## src/rtl/vlsu_sequencer_if.sv

```systemverilog
// Scalar data-memory port driven by the vector load/store sequencer.
// Master issues single-element requests; slave grants and returns read data.
interface vlsu_sequencer_if #(
  parameter int ADDR_W = 32,
  parameter int SEW    = 32
);
  logic              mem_req;
  logic              mem_we;
  logic [ADDR_W-1:0] mem_addr;
  logic [SEW-1:0]    mem_wdata;
  logic              mem_gnt;
  logic              mem_rvalid;
  logic [SEW-1:0]    mem_rdata;

  modport master (
    output mem_req, mem_we, mem_addr, mem_wdata,
    input  mem_gnt, mem_rvalid, mem_rdata
  );

  modport slave (
    input  mem_req, mem_we, mem_addr, mem_wdata,
    output mem_gnt, mem_rvalid, mem_rdata
  );
endinterface

```

## src/rtl/vlsu_sequencer.sv

```systemverilog
// Breaks a unit-stride VLE32/VSE32 into VL single-element memory accesses.
// Loads gather into one vector register write; stores slice vs3 per element.
module vlsu_sequencer #(
  parameter int VL     = 8,
  parameter int SEW    = 32,
  parameter int ADDR_W = 32
) (
  input  logic              clk,
  input  logic              rst,
  input  logic              start,
  input  logic              is_store,
  input  logic [ADDR_W-1:0] base_addr,
  input  logic [4:0]        vd_i,
  input  logic [VL*SEW-1:0] st_data,
  output logic              stall,
  vlsu_sequencer_if.master  bus,
  output logic              vrf_we,
  output logic [4:0]        vrf_waddr,
  output logic [VL*SEW-1:0] vrf_wdata,
  output logic              done
);

  localparam int IDX_W = (VL > 1) ? $clog2(VL) : 1;
  localparam logic [ADDR_W-1:0] STRIDE = ADDR_W'(SEW / 8);
  localparam logic [IDX_W-1:0]  LAST   = IDX_W'(VL - 1);

  typedef enum logic [1:0] {
    IDLE  = 2'd0,
    REQ   = 2'd1,
    RWAIT = 2'd2,
    WB    = 2'd3
  } state_t;

  state_t              state_q;
  state_t              state_d;
  logic [IDX_W-1:0]    idx_q;
  logic                store_q;
  logic [ADDR_W-1:0]   base_q;
  logic [4:0]          vd_q;
  logic [VL*SEW-1:0]   st_q;
  logic [VL*SEW-1:0]   ld_q;
  logic                last;

  assign last = (idx_q == LAST);

  always_ff @(posedge clk) begin
    if (rst) begin
      state_q <= IDLE;
      idx_q   <= '0;
      store_q <= 1'b0;
      base_q  <= '0;
      vd_q    <= '0;
      st_q    <= '0;
      ld_q    <= '0;
    end else begin
      state_q <= state_d;
      unique case (state_q)
        IDLE: begin
          if (start) begin
            store_q <= is_store;
            base_q  <= base_addr;
            vd_q    <= vd_i;
            st_q    <= st_data;
            idx_q   <= '0;
            if (!is_store) ld_q <= '0;
          end
        end
        REQ: begin
          if (bus.mem_gnt && store_q && !last)
            idx_q <= idx_q + 1'b1;
        end
        RWAIT: begin
          if (bus.mem_rvalid) begin
            ld_q[idx_q*SEW +: SEW] <= bus.mem_rdata;
            if (!last) idx_q <= idx_q + 1'b1;
          end
        end
        default: ;
      endcase
    end
  end

  always_comb begin
    state_d = state_q;
    unique case (state_q)
      IDLE:  if (start) state_d = REQ;
      REQ: begin
        if (bus.mem_gnt) begin
          if (!store_q)  state_d = RWAIT;
          else if (last) state_d = IDLE;
        end
      end
      RWAIT: if (bus.mem_rvalid) state_d = last ? WB : REQ;
      WB:    state_d = IDLE;
      default: state_d = IDLE;
    endcase
  end

  // Address and data are pure functions of registered state, so they
  // stay stable for as long as the grant is withheld.
  always_comb begin
    stall         = (state_q != IDLE);
    bus.mem_req   = 1'b0;
    bus.mem_we    = 1'b0;
    bus.mem_addr  = '0;
    bus.mem_wdata = '0;
    vrf_we        = 1'b0;
    vrf_waddr     = '0;
    done          = 1'b0;
    unique case (state_q)
      REQ: begin
        bus.mem_req   = 1'b1;
        bus.mem_we    = store_q;
        bus.mem_addr  = base_q + ADDR_W'(idx_q) * STRIDE;
        bus.mem_wdata = st_q[idx_q*SEW +: SEW];
        done          = store_q && bus.mem_gnt && last;
      end
      WB: begin
        vrf_we    = 1'b1;
        vrf_waddr = vd_q;
        done      = 1'b1;
      end
      default: ;
    endcase
  end

  assign vrf_wdata = ld_q;

endmodule

```

## src/flat_wrapper.sv

```systemverilog
// flat-port wrapper written by rule: the top's interface ports become plain ports
module vlsu_sequencer_flat 
#(
  parameter int VL     = 8,
  parameter int SEW    = 32,
  parameter int ADDR_W = 32
)
  (clk, rst, start, is_store, base_addr, vd_i, st_data, stall, vrf_we, vrf_waddr, vrf_wdata, done, bus_mem_req, bus_mem_we, bus_mem_addr, bus_mem_wdata, bus_mem_gnt, bus_mem_rvalid, bus_mem_rdata);
  vlsu_sequencer_if #(.ADDR_W(ADDR_W), .SEW(SEW)) bus_i ();
  input  logic clk;
  input  logic rst;
  input  logic start;
  input  logic is_store;
  input  logic [ADDR_W-1:0] base_addr;
  input  logic [4:0] vd_i;
  input  logic [VL*SEW-1:0] st_data;
  output logic stall;
  output logic vrf_we;
  output logic [4:0] vrf_waddr;
  output logic [VL*SEW-1:0] vrf_wdata;
  output logic done;
  output wire logic [$bits(bus_i.mem_req)-1:0] bus_mem_req;
  output wire logic [$bits(bus_i.mem_we)-1:0] bus_mem_we;
  output wire logic [$bits(bus_i.mem_addr)-1:0] bus_mem_addr;
  output wire logic [$bits(bus_i.mem_wdata)-1:0] bus_mem_wdata;
  input wire logic [$bits(bus_i.mem_gnt)-1:0] bus_mem_gnt;
  input wire logic [$bits(bus_i.mem_rvalid)-1:0] bus_mem_rvalid;
  input wire logic [$bits(bus_i.mem_rdata)-1:0] bus_mem_rdata;
  assign bus_mem_req = bus_i.mem_req;
  assign bus_mem_we = bus_i.mem_we;
  assign bus_mem_addr = bus_i.mem_addr;
  assign bus_mem_wdata = bus_i.mem_wdata;
  assign bus_i.mem_gnt = bus_mem_gnt;
  assign bus_i.mem_rvalid = bus_mem_rvalid;
  assign bus_i.mem_rdata = bus_mem_rdata;
  vlsu_sequencer #(.VL(VL), .SEW(SEW), .ADDR_W(ADDR_W)) u_core (.clk(clk), .rst(rst), .start(start), .is_store(is_store), .base_addr(base_addr), .vd_i(vd_i), .st_data(st_data), .stall(stall), .bus(bus_i), .vrf_we(vrf_we), .vrf_waddr(vrf_waddr), .vrf_wdata(vrf_wdata), .done(done));
endmodule
```

## config.mk

```make
export PLATFORM = sky130hd
export DESIGN_NAME = vlsu_sequencer_flat
export DESIGN_NICKNAME = d
export VERILOG_FILES = /design/src/rtl/vlsu_sequencer_if.sv /design/src/rtl/vlsu_sequencer.sv /design/src/flat_wrapper.sv
export SDC_FILE = /design/constraint.sdc
export NUM_CORES = 1
export LEC_CHECK = 0
export BUFFER_PORTS_ARGS = -buffer_cell sky130_fd_sc_hd__buf_4
export CAP_MARGIN = 30
export CORE_AREA = 2 2 254 256
export CTS_BUF_LIST = sky130_fd_sc_hd__clkbuf_8
export CTS_CLUSTER_SIZE = 12
export DETAILED_ROUTE_END_ITERATION = 8
export DIE_AREA = 0 0 256 258
export PLACE_DENSITY = 0.65
export REMOVE_ABC_BUFFERS = 1
export SYNTH_ARGS = -nofsm -noshare
export SYNTH_HDL_FRONTEND = slang
export SYNTH_SLANG_ARGS = --single-unit
```

## constraint.sdc

```tcl
create_clock -name clk -period 3.1 [get_ports clk]
set_input_delay 0.31 -clock clk [delete_from_list [all_inputs] [get_ports clk]]
set_output_delay 0.31 -clock clk [all_outputs]
set_load 0.02 [all_outputs]
```

==> results summary, run 1 <==
The run finished, with violations left. The checks that failed: negative setup slack. The worst setup slack before clock tree synthesis is approximately 0.37 ns. The clock insertion delay at the later pin of the skew report came out at approximately 0.70 ns.

The wire length of the first global-routing pass is about 130000 um. On the final layout, the worst hold slack is 0.0207 ns. The fraction of the mapped netlist area in compound gates came out at approximately 20%. Setup repair after global routing could not meet its margin everywhere.

Once layout is done, the placed cells without fillers occupy about 34000 um2. The total number of vias is 23100. The origin of the worst min-delay path is rst. TritonCTS built the clock tree.

In this run the core area contains slightly above 90 standard-cell rows. In this run the worst setup path begins at u_core.idx_q[0]. The remaining design rule violation count is 0. The total power per unit cell area came out at between 500 and 600 nW/um2. The fraction of the cycle the final worst path needs came out at 103%. The required time at the worst-slack endpoint is between 2 and 3 ns. Counting along the longest clock path gives a buffer depth of 3. The via count of the first global-routing pass came to around 23000. The highest ir drop seen on vdd is approximately 340 uV. The total number of yosys warnings is 0. The dominant synthesized flop cell is sky130_fd_sc_hd__dfxtp_1. The detailed router used layers up to and including met4. The critical register-to-register path endpoint is u_core.vrf_wdata[130]. The cell count of the worst reg-to-reg path came out at 7.

The gate count after technology mapping came out at approximately 2500. The clock sink count came out at roughly 560. The adder-cell share of the synthesized area is less than 1%. After detailed routing, the met3 layer carries between 7000 and 8000 um of wire. The number of buffer cells added on primary ports is 660. Routability-driven placement finished with a final weighted congestion of just over 0.8. For this run, the post-layout net count is approximately 3800. The initial antenna violation count is 11. The total of max-cap violations is 0. The number of library cell types mapped by synthesis is 55. The maximum fanout along the worst path is 7. The overflow left after global routing is 0. Measured along the x axis, the die boundary spans 256 um. Entering global routing, the biggest net connects roughly 170 pins.

Cells fill between 50% and 60% of the core in the end. The worst setup path is launched from a register. The overall die area came out at 66000 um2. The die extent in y is between 200 and 300 um. The number of synthesized register bits came out at about 560. The share of synthesized cell area in and, or, nand and nor gates came out at approximately 17%. The setup check on the worst reg-to-reg path leaves a slack of about 0.5 ns. After synthesis, the share of flip-flops with an asynchronous set or reset is 0%. The total met2 wirelength after detailed routing is ~43000 um. The number of I/O pins came out at approximately 660. The count of flip-flops with a built-in enable after synthesis came out at 0.

The sequential fraction of the synthesis area is between 50% and 60%. The met1 wire length came out at 34800 um. The minimum clock period came out at 3.20 ns.

The number of max-slew violations in the final report came to 0. The xor and xnor area share after synthesis came out at less than 1%. The number of failing hold endpoints at the final stage is 0.

The cell area after synthesis is roughly 22000 um2. The setup violation total in the final timing report came out at 8. The mux cell area share after synthesis came out at 6.62%. The register clock-pin slew on the reported worst setup and hold paths came out at 0.07 ns.

The total routing resource utilization after global routing came out at about a quarter. The antenna violation net count after detailed routing is 0. For hold timing, the worst endpoint is u_core.st_q[177]. The depth of the worst hold-timing path is 2.

The slew at the pin with the worst max-slew slack came out at between 0.9 and 1 ns. The layout overhead on the synthesized area is 51.6%. The worst setup path is of the reg -> out kind. Timing would allow up to 313 MHz. The static power due to leakage is roughly 14 nW. In the final layout, the share of cells above drive strength 1 is approximately 28%. The instance area after placement came out at ~28000 um2. The element type at the critical path end is an output port.

The detailed router finished its first iteration with between 1500 and 2000 violations. After detailed routing, the number of vias per cell comes to between 5 and 6. After detailed routing, the average wire length per cell comes to between 20 and 25 um.

The starting density of the core is 34.9%. The worst register-to-register path begins at u_core.state_q[0]. The per-instance average area after synthesis came out at a little under 9 um2.

The total number of H-tree levels came out at 3. Clock tree synthesis selected as its root buffer the cell sky130_fd_sc_hd__clkbuf_8. The kind of path behind the tightest hold check is in -> reg. The final clock skew is slightly below 0.05 ns.

The number of iterations in the first detailed-routing pass is 8. In this run the standard cell core region covers 63600 um2. The sum of routed wire length over all layers is 90000 um.

Data on the critical path arrives at its endpoint at 2.89 ns. The clock buffer count from CTS is between 90 and 100. By area, the combinational part of the netlist is dominated by compound AO/OA/AOI/OAI gates. After legalization and detailed placement, the total HPWL measured 57700 um. The relative slew slack came out at between 30 and 40%. The least setup slack across all paths after layout came out at -0.0965 ns.
-- where the power goes --
group	internal [W]	switching (W)
Clock	0.00375	0.00308
Combinational	0.00150	0.00225
Sequential	0.00753	0.000243
Total	0.0128	0.00558
-- layout make-up --
type,instances,area [um2]
Fill cell,5530,30000
Inverter,43,161
Timing Repair Buffer,1053,9090
Multi-Input combinational cell,1679,10200
Sequential cell,555,11100
Clock inverter,44,293
Clock buffer,121,1670
Tap cell,855,1070
Antenna cell,15,37.5
-- placed cells by master (no fill, tap or decap), drive strengths merged, types with 13 or more instances in the layout --
cell type / synthesis / final
a22o: 154 / 154
dfxtp: 555 / 555
mux4: 64 / 64
o31ai: 23 / 23
nand4: 38 / 38
nor2: 16 / 16
dlygate4sd3: 0 / 326
or4: 18 / 18
a21oi: 419 / 419
and2: 13 / 13
nand2: 670 / 670
nand3: 38 / 38
inv: 42 / 74
diode: 0 / 15
ha: 15 / 15
o21ai: 67 / 67
clkbuf: 128 / 122
o2bb2ai: 38 / 38
buf: 93 / 726
nor2b: 35 / 35
-- worst max path at each step --
| stage | end | slack [ns] | cells after the start |
|---|---|---|---|
| floorplan | u_core.vrf_wdata[32] | -2.92 | 7 |
| finish | bus_mem_addr[24] | -0.1 | 9 |
| global route | bus_mem_addr[24] | -0.18 | 9 |
| detailed placement | bus_mem_addr[16] | 0.37 | 9 |
| CTS | bus_mem_addr[24] | -0.13 | 9 |
| global placement | bus_mem_addr[24] | 0.36 | 9 |
-- sequential cells by signal, summed over array words and instances, names as in the netlist --
name / count
u_core.idx_q: 3
u_core.st_q: 256
u_core.state_q: 2
u_core.base_q: 32
u_core.vd_q: 5
u_core.vrf_wdata: 256
u_core.store_q: 1
-- cell usage after synthesis (all sizes together) (4+ instances only) --
cell type / n / share of area, %
nor2: 16 / 0.27
clkbuf: 128 / 2.2
buf: 93 / 2.3
nor4: 4 / 0.18
a22o: 154 / 6.1
nand2b: 12 / 0.34
inv: 42 / 0.71
and2: 13 / 0.37
nor2b: 35 / 0.99
or4: 18 / 0.61
nor3: 9 / 0.33
a21oi: 419 / 9.4
o2bb2ai: 38 / 1.5
xor2: 6 / 0.24
ha: 15 / 0.84
o31ai: 23 / 0.78
nand3: 38 / 0.86
mux4: 64 / 6.5
and4: 6 / 0.24
nand2: 670 / 11
xnor2: 4 / 0.16
dfxtp: 555 / 50
o21ai: 67 / 1.5
nand4: 38 / 1.1
-- worst max-delay path: stages (launching register included) --
cell                      delay [ns]
sky130_fd_sc_hd__dfxtp_4        0.35
sky130_fd_sc_hd__ha_4           0.14
sky130_fd_sc_hd__inv_2          0.04
sky130_fd_sc_hd__fa_2           0.33
sky130_fd_sc_hd__and2b_2        0.25
sky130_fd_sc_hd__o21ai_4        0.10
sky130_fd_sc_hd__buf_6          0.17
sky130_fd_sc_hd__or4_4          0.50
sky130_fd_sc_hd__a21oi_4        0.18
sky130_fd_sc_hd__buf_6          0.15
-- layer usage --
metal	track usage, %	up-vias
met4	12.3	0
met2	44.7	1189
li1	-	10600
met1	30.2	11100
met3	6.67	261
met5	0	-
-- stage by stage --
stage               power [W]  cells  setup TNS (ns)
floorplan             0.00971   2277        -1646.06
global route           0.0191   4360           -1.39
finish                 0.0183   4365          -0.462
CTS                    0.0184   4349          -0.891
global placement       0.0111   3846               0
detailed placement     0.0112   3849               0
-- logic make-up (layout without fill, tap and decap cells) --
logic type,Yosys count,in the layout
AO/OA/AOI/OAI,718,718
flip-flops,555,555
AND/OR/NAND/NOR,868,868
XOR/XNOR,10,10
multiplexers,67,67
buffers and inverters,264,1261
other,0,15
adder cells (fa/ha/maj),16,16
-- repair_timing --
action / in CTS / in global routing
endpoints found under the setup margin: 20 / 28
cloned: 1 / 1
hold buffers: 326 / 0
endpoints found under the hold margin: 370 / 0
buffers inserted: 8 / 0
pin swaps: 16 / 0
resized for setup: 43 / 10
No activity file was read; power rests on OpenSTA's default activity.
==> run 2: changes to the inputs <==
CORE_AREA = 2 2 337 172   (was 2 2 254 256)
DIE_AREA = 0 0 339 174   (was 0 0 256 258)
PLACE_DENSITY = default   (was 0.65)
PLACE_DENSITY_LB_ADDON = 0.3   (was default)
==> run 2 against run 1 <==
Net effect: the run now ends clean; power is 3.5% lower; combinational power fell by 3%; worst hold slack improved by 0.13 ns; final area decreased by 1.6%; sequential share of layout area up 0.52 points; via count up 1.6%; routed wire length fell by 3.5%; count of clock-buffer cells in the layout is 17 lower; maximum frequency rose by 4.4%; sequential power about the same; global-route usage increased by 1.8 points.
==> results summary, run 2 (synthesis results as in run 1) <==
The arrival time of the worst setup path is 2.75 ns (was 2.89 ns). The layout filler cell count is 4726 (was 5530). The post-detailed-route via-to-cell ratio came to 5.51 (was 5.29). The switching share of power was 30.4% (about the same). The x dimension of the die came out at 339 um (was 256 um). The number of placement rows is 62 (was 93). Unrepaired setup endpoints after global routing: yes (unchanged). The number of instances in the placed design came out at 3756 (was 3849). The sum of routed wire length over all layers came out at 86800 um (was 90000 um).

The total power per unit cell area was 534 nW/um2 (was 545 nW/um2). The relative slew slack came to 35.5% (was 35.9%). The static power due to leakage is 13.5 nW (was 13.7 nW).

The antenna violation net count after detailed routing came out at 0 (unchanged). The combinational share of power is 20.5% (was 20.4%). The most frequent standard cell in the layout excluding fill and tap cells is sky130_fd_sc_hd__buf_4 (unchanged). The number of nets at the end of the flow came out at 3756 (was 3772). The final weighted congestion in routability-driven placement is 0.873 (was 0.827). The clock network power share is 35.7% (was 37.2%). The number of failing hold endpoints at the final stage is 0 (unchanged). The startpoint kind of the worst setup timing path is a register (unchanged). The combined area of the multi-input logic cells came to 10200 um2 (about the same). The area taken by flip-flops and latches is 11100 um2 (about the same). The die extent in y is 174 um (was 258 um). The wire length of the first global-routing pass came out at 131000 um (was 134000 um). The starting density of the core came out at 39.4% (was 34.9%). The via count of the first global-routing pass came out at 23300 (was 23100). The critical path start-end classification was reg -> out (unchanged). The internal power of the cells came out at 0.0123 W (was 0.0128 W). The number of max-slew violations in the final report is 0 (unchanged). The total routing resource utilization after global routing was 27.8% (was 26.0%). The element type at the critical path end was an output port (unchanged).

Top library cells by usage in the layout, fill and taps aside: sky130_fd_sc_hd__buf_4 (692), sky130_fd_sc_hd__nand2_1 (669), sky130_fd_sc_hd__dfxtp_1 (551) (was sky130_fd_sc_hd__buf_4 (692), sky130_fd_sc_hd__nand2_1 (669), sky130_fd_sc_hd__dfxtp_1 (547)). The initial detailed-routing violation count came out at 1999 (was 1865). The register clock-pin slew on the reported worst setup and hold paths came out at 0.07 ns (about the same). The fraction of layout instances using a drive strength above 1 is 27.9% (was 28.4%).

The minimum clock period is 3.06 ns (was 3.20 ns). The setup violation total in the final timing report came to 0 (was 8). The initial antenna violation count is 20 (was 11).

The share of the core filled with cells in the final layout came out at 58.8% (was 52.9%). The clock sink count is 555 (unchanged). The maximum number of pins on one net before global-route repair was 205 (was 166). The required time at the worst-slack endpoint is 2.79 ns (about the same). Outcome: finished, final reports clean (was finished, violations left). The layout overhead on the synthesized area came out at 49.1% (was 51.6%). The met3 capacity usage during global routing came out at 6.04% (was 6.67%).

The master cell of the clock root buffer was sky130_fd_sc_hd__clkbuf_8 (unchanged). The final clock skew is 0.0189 ns (was 0.0496 ns). The kind of path behind the tightest hold check is in -> reg (unchanged). The overall die area came out at 59000 um2 (was 66000 um2). The global routing's busiest layer is met2 (unchanged). The number of iterations in the first detailed-routing pass is 7 (was 8). The remaining design rule violation count is 0 (unchanged). The global routing met1 resource utilization is 35.5% (was 30.2%).

The cell count of the worst reg-to-reg path came out at 10 (was 7). The number of I/O pins was 661 (unchanged). The net switching power came out at 0.00538 W (was 0.00558 W). The peak clock frequency supported by timing is 327 MHz (was 313 MHz). The slew at the pin with the worst max-slew slack came to 0.967 ns (was 0.962 ns). The standard cell with the maximum stage delay on the critical path was sky130_fd_sc_hd__or4_4 (unchanged). The maximum fanout along the worst path came out at 8 (was 7). The detailed-route wire length per cell came out at 20.4 um (was 20.6 um). The total of max-cap violations was 0 (unchanged). The total number of H-tree levels was 3 (unchanged). The count of placed standard cells in the final layout, fillers left out came to 4256 (was 4365). The highest ir drop seen on vdd is 350 uV (was 340 uV). The number of buffer cells added on primary ports is 660 (unchanged). The fraction of the cycle the final worst path needs is 98.7% (was 103%). The clock buffer count from CTS came out at 83 (was 93). The total number of vias is 23500 (was 23100).

The standard cell core area came out at 56400 um2 (was 63600 um2). The power share of the sequential group is 43.8% (was 42.3%). The overflow left after global routing came out at 0 (unchanged). The clock insertion delay at the later pin of the skew report is 0.65 ns (was 0.70 ns).

The global-route met2 utilization is 44.6% (was 44.7%). Cell Chain, Critical Path: ha_4, inv_2, fa_2, and2b_2, o21ai_4, or4_4, a21oi_2, buf_4 (was ha_4, inv_2, fa_2, and2b_2, o21ai_4, buf_6, or4_4, a21oi_4, buf_6). The post-route total power is 0.0177 W (was 0.0183 W). The setup TNS is 0 ns (was -0.462 ns). The maximum single-stage delay on the critical path came out at 0.52 ns (was 0.50 ns).

The TritonCTS clock tree is built (unchanged). The depth of the worst hold-timing path is 2 (unchanged). The number of buffers on the longest clock path came out at 3 (unchanged). The detailed placement HPWL came out at 55100 um (was 57700 um).
run 2: critical path: cells and delay by family, from the launching register on:
kind / cells / cell delay (ns)
buffers and inverters: 2 / 0.19
adders and majority gates: 2 / 0.47
DFF: 1 / 0.37
AOI/OAI and AO/OA: 2 / 0.27
and+or+nand+nor: 2 / 0.79
run 2: worst paths after layout:
| path | from | endpoint | slack [ns] |
|---|---|---|---|
| setup / recovery | u_core.idx_q[0] | bus_mem_addr[30] | 0.04 |
| hold / removal | rst | u_core.st_q[250] | 0.15 |
| setup reg to reg | u_core.idx_q[0] | u_core.vrf_wdata[125] | 0.27 |
| hold reg to reg | u_core.st_q[91] | u_core.st_q[91] | 0.45 |
run 2: layout make-up:
type                    instances  area share (%)
inverters                      43           0.487
clock inverters                40           0.891
diodes                         20           0.151
well taps                     768            2.90
flip-flops and latches        555            33.6
repair buffers               1045            26.8
clock buffers                 104            4.32
multi-input cells            1681            30.9
run 2: per-layer routing:
metal  vias to the layer above  wire [um]
li1                      10600          -
met1                     11400      35800
met2                      1234      40500
met3                       327       6380
met4                         2       4190
met5                         -         13
run 2: timing repair:
item	in CTS	in global routing
setup endpoints to repair	36	52
hold buffers	326	0
setup buffers	6	1
gates cloned	1	2
resized for setup	12	42
pin swaps	5	14
endpoints found under the hold margin	370	0
run 2: stage by stage:
step	hold slack, ns	worst slack, ns	instance area (um2)
global placement	0.438	0.182	27800
floorplan	0.379	-2.92	21200
detailed placement	0.443	0.125	27800
CTS	0.0901	-0.0901	32900
finish	0.154	0.0389	33100
global route	0.125	-0.0680	33100
run 2: power groups by stage:
stage	clock, W	combinational, W	sequential, W
2_1_floorplan	0	0.00180	0.00790
3_3_place_gp	0	0.00309	0.00787
3_5_place_dp	0	0.00315	0.00790
4_1_cts	0.00642	0.00353	0.00774
5_1_grt	0.00677	0.00389	0.00779
6_report	0.00632	0.00363	0.00776
